$ cat src/rtl/seq_cmd_handler.sv
// Command front-end for the sequence generator bank: collects one channel's
// configuration from the host byte stream, validates it and strobes it into the bank.
module seq_cmd_handler #(
    parameter logic [7:0] CMD_CODE     = 8'hF0,
    parameter int         NUM_CHANNELS = 8,
    parameter int         PAYLOAD_LEN  = 13
) (
    input  logic        clk,
    input  logic        rst_n,
    input  logic [7:0]  cmd_type_in,
    input  logic [15:0] cmd_length_in,
    input  logic        cmd_start,
    input  logic [7:0]  cmd_data_in,
    input  logic        cmd_data_valid,
    input  logic        cmd_done,
    output logic        cmd_ready,
    output logic        cmd_ack,
    output logic [1:0]  err_code,
    output logic [2:0]  config_ch_index_out,
    output logic        config_enable_out,
    output logic [15:0] config_freq_div_out,
    output logic [6:0]  config_seq_len_out,
    output logic [63:0] config_seq_data_out,
    output logic        config_update_strobe
);

    localparam int CNT_W = $clog2(PAYLOAD_LEN + 1);
    localparam logic [CNT_W-1:0] LAST_IDX = CNT_W'(PAYLOAD_LEN - 1);

    localparam logic [1:0] ERR_OK      = 2'd0;
    localparam logic [1:0] ERR_LENGTH  = 2'd1;
    localparam logic [1:0] ERR_SHORT   = 2'd2;
    localparam logic [1:0] ERR_INVALID = 2'd3;

    typedef enum logic [2:0] {
        IDLE,
        RECV,
        DRAIN,
        CHECK,
        APPLY
    } state_t;

    state_t             state_q, state_d;
    logic [CNT_W-1:0]   byte_cnt_q, byte_cnt_d;

    logic [7:0]         sh_ch_q, sh_ch_d;
    logic               sh_en_q, sh_en_d;
    logic [15:0]        sh_div_q, sh_div_d;
    logic [7:0]         sh_len_q, sh_len_d;
    logic [63:0]        sh_data_q, sh_data_d;

    logic               cmd_ready_q, cmd_ready_d;
    logic               cmd_ack_q, cmd_ack_d;
    logic [1:0]         err_code_q, err_code_d;
    logic [2:0]         cfg_ch_q, cfg_ch_d;
    logic               cfg_en_q, cfg_en_d;
    logic [15:0]        cfg_div_q, cfg_div_d;
    logic [6:0]         cfg_len_q, cfg_len_d;
    logic [63:0]        cfg_data_q, cfg_data_d;
    logic               strobe_q, strobe_d;

    logic               xfer;
    logic               start_hit;
    logic               fields_ok;

    assign xfer      = cmd_data_valid && cmd_ready_q;
    assign start_hit = cmd_start && (cmd_type_in == CMD_CODE);

    // Channel byte compared whole, so any set bit in [7:3] also rejects it.
    assign fields_ok = (sh_ch_q < 8'(NUM_CHANNELS))
                    && (sh_len_q != 8'd0)
                    && (sh_len_q <= 8'd64)
                    && !(sh_en_q && (sh_div_q == 16'd0));

    always_comb begin
        state_d     = state_q;
        byte_cnt_d  = byte_cnt_q;
        sh_ch_d     = sh_ch_q;
        sh_en_d     = sh_en_q;
        sh_div_d    = sh_div_q;
        sh_len_d    = sh_len_q;
        sh_data_d   = sh_data_q;
        cmd_ready_d = cmd_ready_q;
        cmd_ack_d   = 1'b0;
        err_code_d  = err_code_q;
        cfg_ch_d    = cfg_ch_q;
        cfg_en_d    = cfg_en_q;
        cfg_div_d   = cfg_div_q;
        cfg_len_d   = cfg_len_q;
        cfg_data_d  = cfg_data_q;
        strobe_d    = 1'b0;

        // A matching start while idle or mid-frame (re)opens a frame without acking the old one.
        if (start_hit && (state_q == IDLE || state_q == RECV || state_q == DRAIN)) begin
            err_code_d  = ERR_OK;
            byte_cnt_d  = '0;
            cmd_ready_d = 1'b1;
            if (cmd_length_in == 16'(PAYLOAD_LEN)) begin
                state_d = RECV;
            end else begin
                err_code_d = ERR_LENGTH;
                state_d    = DRAIN;
            end
        end else begin
            case (state_q)
                IDLE: begin
                    cmd_ready_d = 1'b1;
                end

                RECV: begin
                    if (xfer) begin
                        case (byte_cnt_q)
                            CNT_W'(0): sh_ch_d  = cmd_data_in;
                            CNT_W'(1): sh_en_d  = cmd_data_in[0];
                            CNT_W'(2),
                            CNT_W'(3): sh_div_d = {sh_div_q[7:0], cmd_data_in};
                            CNT_W'(4): sh_len_d = cmd_data_in;
                            default:   sh_data_d = {sh_data_q[55:0], cmd_data_in};
                        endcase
                        byte_cnt_d = byte_cnt_q + 1'b1;
                    end
                    if (xfer && byte_cnt_q == LAST_IDX) begin
                        cmd_ready_d = 1'b0;
                        state_d     = CHECK;
                    end else if (cmd_done) begin
                        err_code_d = ERR_SHORT;
                        cmd_ack_d  = 1'b1;
                        state_d    = IDLE;
                    end
                end

                DRAIN: begin
                    if (cmd_done) begin
                        cmd_ack_d = 1'b1;
                        state_d   = IDLE;
                    end
                end

                // Outputs are loaded only once the fields pass, so a rejected
                // frame leaves the bank-facing configuration untouched.
                CHECK: begin
                    if (fields_ok) begin
                        cfg_ch_d   = sh_ch_q[2:0];
                        cfg_en_d   = sh_en_q;
                        cfg_div_d  = sh_div_q;
                        cfg_len_d  = sh_len_q[6:0];
                        cfg_data_d = sh_data_q;
                        strobe_d   = 1'b1;
                        cmd_ack_d  = 1'b1;
                        err_code_d = ERR_OK;
                        state_d    = APPLY;
                    end else begin
                        err_code_d  = ERR_INVALID;
                        cmd_ack_d   = 1'b1;
                        cmd_ready_d = 1'b1;
                        state_d     = IDLE;
                    end
                end

                APPLY: begin
                    cmd_ready_d = 1'b1;
                    state_d     = IDLE;
                end

                default: begin
                    cmd_ready_d = 1'b1;
                    state_d     = IDLE;
                end
            endcase
        end
    end

    always_ff @(posedge clk or negedge rst_n) begin
        if (!rst_n) begin
            state_q     <= IDLE;
            byte_cnt_q  <= '0;
            sh_ch_q     <= '0;
            sh_en_q     <= 1'b0;
            sh_div_q    <= '0;
            sh_len_q    <= '0;
            sh_data_q   <= '0;
            cmd_ready_q <= 1'b1;
            cmd_ack_q   <= 1'b0;
            err_code_q  <= ERR_OK;
            cfg_ch_q    <= '0;
            cfg_en_q    <= 1'b0;
            cfg_div_q   <= '0;
            cfg_len_q   <= '0;
            cfg_data_q  <= '0;
            strobe_q    <= 1'b0;
        end else begin
            state_q     <= state_d;
            byte_cnt_q  <= byte_cnt_d;
            sh_ch_q     <= sh_ch_d;
            sh_en_q     <= sh_en_d;
            sh_div_q    <= sh_div_d;
            sh_len_q    <= sh_len_d;
            sh_data_q   <= sh_data_d;
            cmd_ready_q <= cmd_ready_d;
            cmd_ack_q   <= cmd_ack_d;
            err_code_q  <= err_code_d;
            cfg_ch_q    <= cfg_ch_d;
            cfg_en_q    <= cfg_en_d;
            cfg_div_q   <= cfg_div_d;
            cfg_len_q   <= cfg_len_d;
            cfg_data_q  <= cfg_data_d;
            strobe_q    <= strobe_d;
        end
    end

    assign cmd_ready            = cmd_ready_q;
    assign cmd_ack              = cmd_ack_q;
    assign err_code             = err_code_q;
    assign config_ch_index_out  = cfg_ch_q;
    assign config_enable_out    = cfg_en_q;
    assign config_freq_div_out  = cfg_div_q;
    assign config_seq_len_out   = cfg_len_q;
    assign config_seq_data_out  = cfg_data_q;
    assign config_update_strobe = strobe_q;

endmodule
$ cat config.mk
export PLATFORM = sky130hd
export DESIGN_NAME = seq_cmd_handler
export DESIGN_NICKNAME = d
export VERILOG_FILES = /design/src/rtl/seq_cmd_handler.sv
export SDC_FILE = /design/constraint.sdc
export NUM_CORES = 1
export LEC_CHECK = 0
export BUFFER_PORTS_ARGS = -buffer_cell sky130_fd_sc_hd__clkbuf_2
export CAP_MARGIN = 20
export CORE_ASPECT_RATIO = 1.5
export CORE_MARGIN = 2
export CORE_UTILIZATION = 50
export DETAILED_ROUTE_END_ITERATION = 7
export GPL_ROUTABILITY_DRIVEN = 1
export GPL_TIMING_DRIVEN = 0
export HOLD_SLACK_MARGIN = 0.06
export PLACE_DENSITY = 0.72
export RECOVER_POWER = 50
export SETUP_SLACK_MARGIN = 0.02
export SLEW_MARGIN = 20
export SYNTH_ARGS = -nofsm -noshare
export SYNTH_HDL_FRONTEND = slang
export SYNTH_SLANG_ARGS = --single-unit
$ cat constraint.sdc
create_clock -name clk -period 3.3 [get_ports clk]
set_input_delay 0.165 -clock clk [delete_from_list [all_inputs] [get_ports clk]]
set_output_delay 0.165 -clock clk [all_outputs]
set_load 0.1 [all_outputs]
Yosys cells after proc, flatten, opt, wreduce, memory -nomap -nowiden
Index checks and enable logic that the tools add are counted.
- bits in writable memories: 0
- latch bits: 0
- logic and storage cells: 92
- output and inout bits: 96
- input bits: 37
- memories: 0
- memory bits (read-only): 0
- flip-flop bits (word level): 200
- div/mod/pow operators: 0
- shift-type cells: 0
- eq/ne operators: 16
- multipliers: 0
- bitwise gates (word level): 2
- $add $sub $neg: 1
- reductions and logical operators: 29
- order comparisons: 2
- mux-type cells: 26
- operators by type and width (kind ; count):
    AND reduction 4 bit ; 5
    == test 16 x 4 -> 1 bit (second input constant) ; 1
    zero test 16 bit ; 1
    two-way mux 3 bit ; 4
    two-way mux 4 bit ; 3
    one-hot mux 3 bit (4 select lines) ; 1
    two-way mux 1 bit ; 10
    two-way mux 2 bit ; 5
    AND reduction 3 bit ; 3
    == test 4 x 2 -> 1 bit (second input constant) ; 2
    == test 8 bit (second input constant) ; 1
    <= comparator 8 x 7 -> 1 bit (second input constant) ; 1
    logical AND 1 bit ; 8
    < comparator 8 x 4 -> 1 bit (second input constant) ; 1
    nonzero test 8 bit ; 1
    == test 3 x 2 -> 1 bit (second input constant) ; 2
    inequality test 3 bit (second input constant) ; 2
    one-hot mux 1 bit (3 select lines) ; 2
    OR reduction 5 bit ; 1
    adder 4 x 1 -> 4 bit (second input constant) ; 1
    == test 4 x 1 -> 1 bit (second input constant) ; 1
    == test 4 x 3 -> 1 bit (second input constant) ; 1
    == test 4 bit (second input constant) ; 1
    zero test 4 bit ; 1
    other kinds (13) ; 17

Logic depth before layout (Yosys ltp)
- depth in word-level cells: 7
- depth in mapped cells: 9
- mapped depth without buffers: 7

Worst setup path after synthesis
No wires, ideal clock.
- path type: register -> register
- start: register cmd_ready_q (netlist: cmd_ready)
- end: register sh_len_q[4]
- arrival time: 2345 ps
- library setup time: 125 ps
- required time: 3175 ps
- period minus slack after synthesis: 2470 ps
- cell stages (with the launch flop): 8
- buffers on the path: 2
- slack: 830 ps
- cell sequence: dfstp_2 -> nand2_1 -> nor4_1 -> nor2b_1 -> buf_2 -> and4b_1 -> buf_2 -> mux2_2
- word-level cells in the longest chain between the ends: 2
- RTL lines (item ; RTL line ; RTL):
    from (decl) ; 52 ; logic cmd_ready_q, cmd_ready_d;
    from (signal assigned) ; 199 ; cmd_ready_q <= cmd_ready_d;
    logical AND 1 bit ; 66 ; assign xfer = cmd_data_valid && cmd_ready_q;
    AND reduction 4 bit (no source line) ; n/a ;
    to (signal assigned) ; 197 ; sh_len_q <= sh_len_d;
    to (decl) ; 49 ; logic [7:0] sh_len_q, sh_len_d;
Every way passes these cells.
A chain may end at the register's enable or synchronous reset.

Worst setup path after layout
- start: register sh_len_q[1]
- end: register cfg_len_q[5] (netlist: config_seq_len_out[5])
- word-level cells in the longest chain between the ends: 5
- elaborated cells on any way between the ends: 6
- classes of those cells: 1 x order compare; 5 x reduce/logical
- RTL lines (item ; RTL line ; RTL):
    parallel branches: the longest is 2 deep, another holds <= comparator 8 x 7 -> 1 bit ; n/a ;
    logical AND 1 bit * ; 72 ; && (sh_len_q <= 8'd64)
    logical AND 1 bit * ; 73 ; && !(sh_en_q && (sh_div_q == 16'd0));
    AND reduction 3 bit (no source line) * ; n/a ;
    to (signal assigned) ; 205 ; cfg_len_q <= cfg_len_d;
    to (decl) ; 58 ; logic [6:0] cfg_len_q, cfg_len_d;
Every way passes the cells marked *.

==> results.md <==
- Final Hold Viols: 0
- Avg WL per Cell: around 18 um
- CP arrival: a little under 3 ns
- Peak supply drop: 0.4382 mV
- CP max FO: 10
- Syn Area/Cell: between 15 and 20 um2
- Setup slack at placement: 0.7687 ns
- Final nets: 705
- Synth top cells by count: 199 x dfrtp_1, 131 x mux2_2, 49 x mux2_4
- Initial DRC Count: between 100 and 150
- Vias in the first global route: roughly 5,000
- Final RePlAce weighted congestion: 0.8134
- Number of cell rows: 57
- Fin util: 0.5954
- Slew headroom: -0.1836
- R2r endpoint: config_seq_len_out[5]
- Mapped Cells: 507
- Final cell count without fillers: 883
- Ys async rst share: 1.000
- CTS Root Cell: clkbuf_16
- Final worst slack: 0.7099 ns
- Worst hold stages: 2
- Layout cells sized above 1: 0.4121
- Worst Setup End Kind: register
- ANT cells: 0
- Post-DP HPWL: approximately 12 mm
- Clk slew on worst S/H paths: 0.07 ns
- Post-synth EDFFs: 0
- Syn nets: 548
- Vias per cell: roughly 5.3
- Clock tree buffer depth: 2
- Hold Path Class: in -> reg
- Remaining DRCs: 0
- Peak Freq: just under 0.4 GHz
- Die height: roughly 160 um
- R2r worst-path depth: 7
- Top-area cell type share of the netlist area: 0.6150
- Worst-margin pin slew: 1.775 ns
- Placed cell count: roughly 850
- Final Setup Violations: 0
- Num CTS Buffers: 17
- Violated checks: max-capacitance violations, max-slew violations
- Largest net degree at the start of global routing: 89
- Final Max Tran Viols: 72
- Combinational family with the most area after synthesis: multiplexers
- I/O Buffers: 132
- Detail Route Antenna Nets: 0
- Max-cap violations: 1
- Synth Area in Simple Gates: 0.04342
- Post-synth cell types: 41
- Reg-to-reg slack, setup: slightly above 0.7 ns
- Reg2reg start: sh_len_q[1]
- Adder-cell share of the synthesized area: 0.006180
- CP Class: reg -> reg
- Mux share of post-synthesis cell area: 0.2786
- Clock sinks: 200
- Post-CTS Repair Setup Buffers: 0
- Routed Wire Length: 15.78 mm
- Synth area leaders: dfrtp_1 61%, mux2_2 18%, mux2_4 9.1%, buf_12 1.5%, nor2_1 0.79%
- Vias: roughly 4,600
- Initial antenna violation count: 0
- WHS: 0.07453 ns
- Initial Util: 0.5046
- Post-Syn Area: 8098 um2
- H-tree Lvls: 4
- FILL cells: around 1,300
- Status: complete, but fails checks
- Most numerous cell in the Yosys netlist: dfrtp_1
- Fin Clk Skew: between 0.01 and 0.015 ns
- Worst-Skew Late Latency: 0.43 ns
- Top FF cell, synth: dfrtp_1
- Synth-to-layout area growth: 17.99%
- Worst Hold Launch: cmd_data_in[7]
- Core area: about 16,000 um2
- Global-route wire length before repair: 26.34 mm
- CTS tree: built
- Worst EP required: 3.61 ns
- Detailed Routing Iterations Pass 1: 4
- Xor/xnor share of the synthesized area: 0.004326
- Synthesized flop and latch total: 200
- Die width: 107.9 um
- Final setup TNS: 0 ns
- RSZ-0062 raised after global routing: no
- Tmin final: 2.590 ns
- Post-synthesis compound-gate area fraction: 0.02287
- GRT Total Usage: 0.1952
- Startpoint types: register
- Yosys top cell by area: dfrtp_1
- Share of the yosys chip area belonging to registers: 0.6182
- WHS Endpoint: sh_data_q[7]
- Leak Pwr: just under 5 nW
- Final Cycle Share: 0.7849
- Num ports: 133
- PwrDens: about 470 nW/um2
- Full die area: 17,250 um2
- Total grt overflow: 0
- Yosys warnings: 0
-- kinds of logic (layout without fill, tap and decap cells) --
| group | count (synthesis) | count (layout) |
|---|---|---|
| flops | 200 | 200 |
| mux | 184 | 184 |
| simple gates | 65 | 65 |
| compound gates | 26 | 26 |
| buf+inv | 24 | 194 |
| fa+ha+maj | 4 | 4 |
| xor+xnor | 4 | 4 |
-- registers in the layout, indices dropped and copies added (netlist names) --
| register | cells |
|---|---|
| config_freq_div_out | 16 |
| sh_en_q | 1 |
| sh_data_q | 64 |
| err_code | 2 |
| config_enable_out | 1 |
| sh_div_q | 16 |
| config_update_strobe | 1 |
| cmd_ack | 1 |
| config_ch_index_out | 3 |
| config_seq_len_out | 7 |
| state_q | 3 |
| byte_cnt_q | 4 |
| config_seq_data_out | 64 |
| sh_len_q | 8 |
| cmd_ready | 1 |
| sh_ch_q | 8 |
-- per-stage QoR --
step / cell area (um2) / power (mW)
floorplan: 8098 / 2.513
global placement: 9016 / 2.589
detailed placement: 9080 / 2.602
CTS: 9692 / 4.601
global route: 9554 / 4.712
finish: 9554 / 4.534
-- worst max-delay path: stages (launching register included) --
cell and delay (ns):
dfrtp_1 0.40, nor4_1 0.56, a211oi_1 0.19, o21a_1 0.22, buf_6 0.13, o21ai_2 0.24
buf_2 0.37, mux2_2 0.37
-- power by group --
| part | total [mW] | switching (mW) | internal, mW |
|---|---|---|---|
| clock | 1.98 | 0.963 | 1.02 |
| sequential | 2.45 | 0.000724 | 2.45 |
| combinational | 0.0986 | 0.0717 | 0.0269 |
-- worst max path at each step --
stage                                   end  depth (start not counted)  slack, ns         from
CTS                   config_seq_len_out[5]                          7       0.75  sh_len_q[1]
detailed placement   config_freq_div_out[3]                          7       0.77  sh_len_q[1]
global route                      cmd_ready                          4       0.55        rst_n
global placement    config_freq_div_out[15]                          1      -1.46        rst_n
floorplan                       sh_len_q[4]                          7       0.83    cmd_ready
finish                config_seq_len_out[5]                          7       0.71  sh_len_q[1]
-- layout make-up --
| cell class | instances | area, um2 | area share |
|---|---|---|---|
| flip-flops and latches | 200 | 5006 | 0.5240 |
| multi-input cells | 283 | 2878 | 0.3012 |
| repair buffers | 138 | 626.9 | 0.06561 |
| clock buffers | 18 | 439.2 | 0.04597 |
| well taps | 206 | 257.7 | 0.02698 |
| plain buffers | 21 | 202.7 | 0.02122 |
| clock inverters | 14 | 132.6 | 0.01388 |
| inverters | 3 | 11.26 | 0.001179 |
-- metal layers --
metal / vias up / routed length [um] / GRT usage
li1: 2133 / - / -
met1: 2377 / 6393 / 0.2397
met2: 102 / 8522 / 0.3373
met3: 24 / 536 / 0.04245
met4: 0 / 326 / 0.06760
met5: - / 0 / 0
-- layout by cell type (no fill, tap or decap), types with 2 or more instances in the layout --
cell	n
dfrtp_1	199
mux2_2	131
clkbuf_1	93
mux2_4	49
clkbuf_2	40
nor2_1	17
clkbuf_16	17
buf_2	12
nor4_1	10
nand2_1	8
nand3_1	8
a22o_1	6
buf_12	6
a21oi_1	5
o21ai_0	5
nor3_1	4
mux2_1	4
ha_1	4
clkinvlp_4	4
dlygate4sd3_1	4
inv_1	3
xor2_1	3
nor2b_1	3
nand4_1	3
o21a_1	3
inv_6	3
clkinv_4	3
inv_8	3
nor4b_1	2
or3_1	2
o21ai_2	2
clkbuf_8	2
-- timing repair --
| action | in CTS | in global routing |
|---|---|---|
| resized for setup | 0 | 0 |
| hold endpoints to repair | 72 | 0 |
| hold buffers | 4 | 0 |
| setup endpoints to repair | 0 | 0 |
Note: power is estimated with default switching activity, not from simulation.
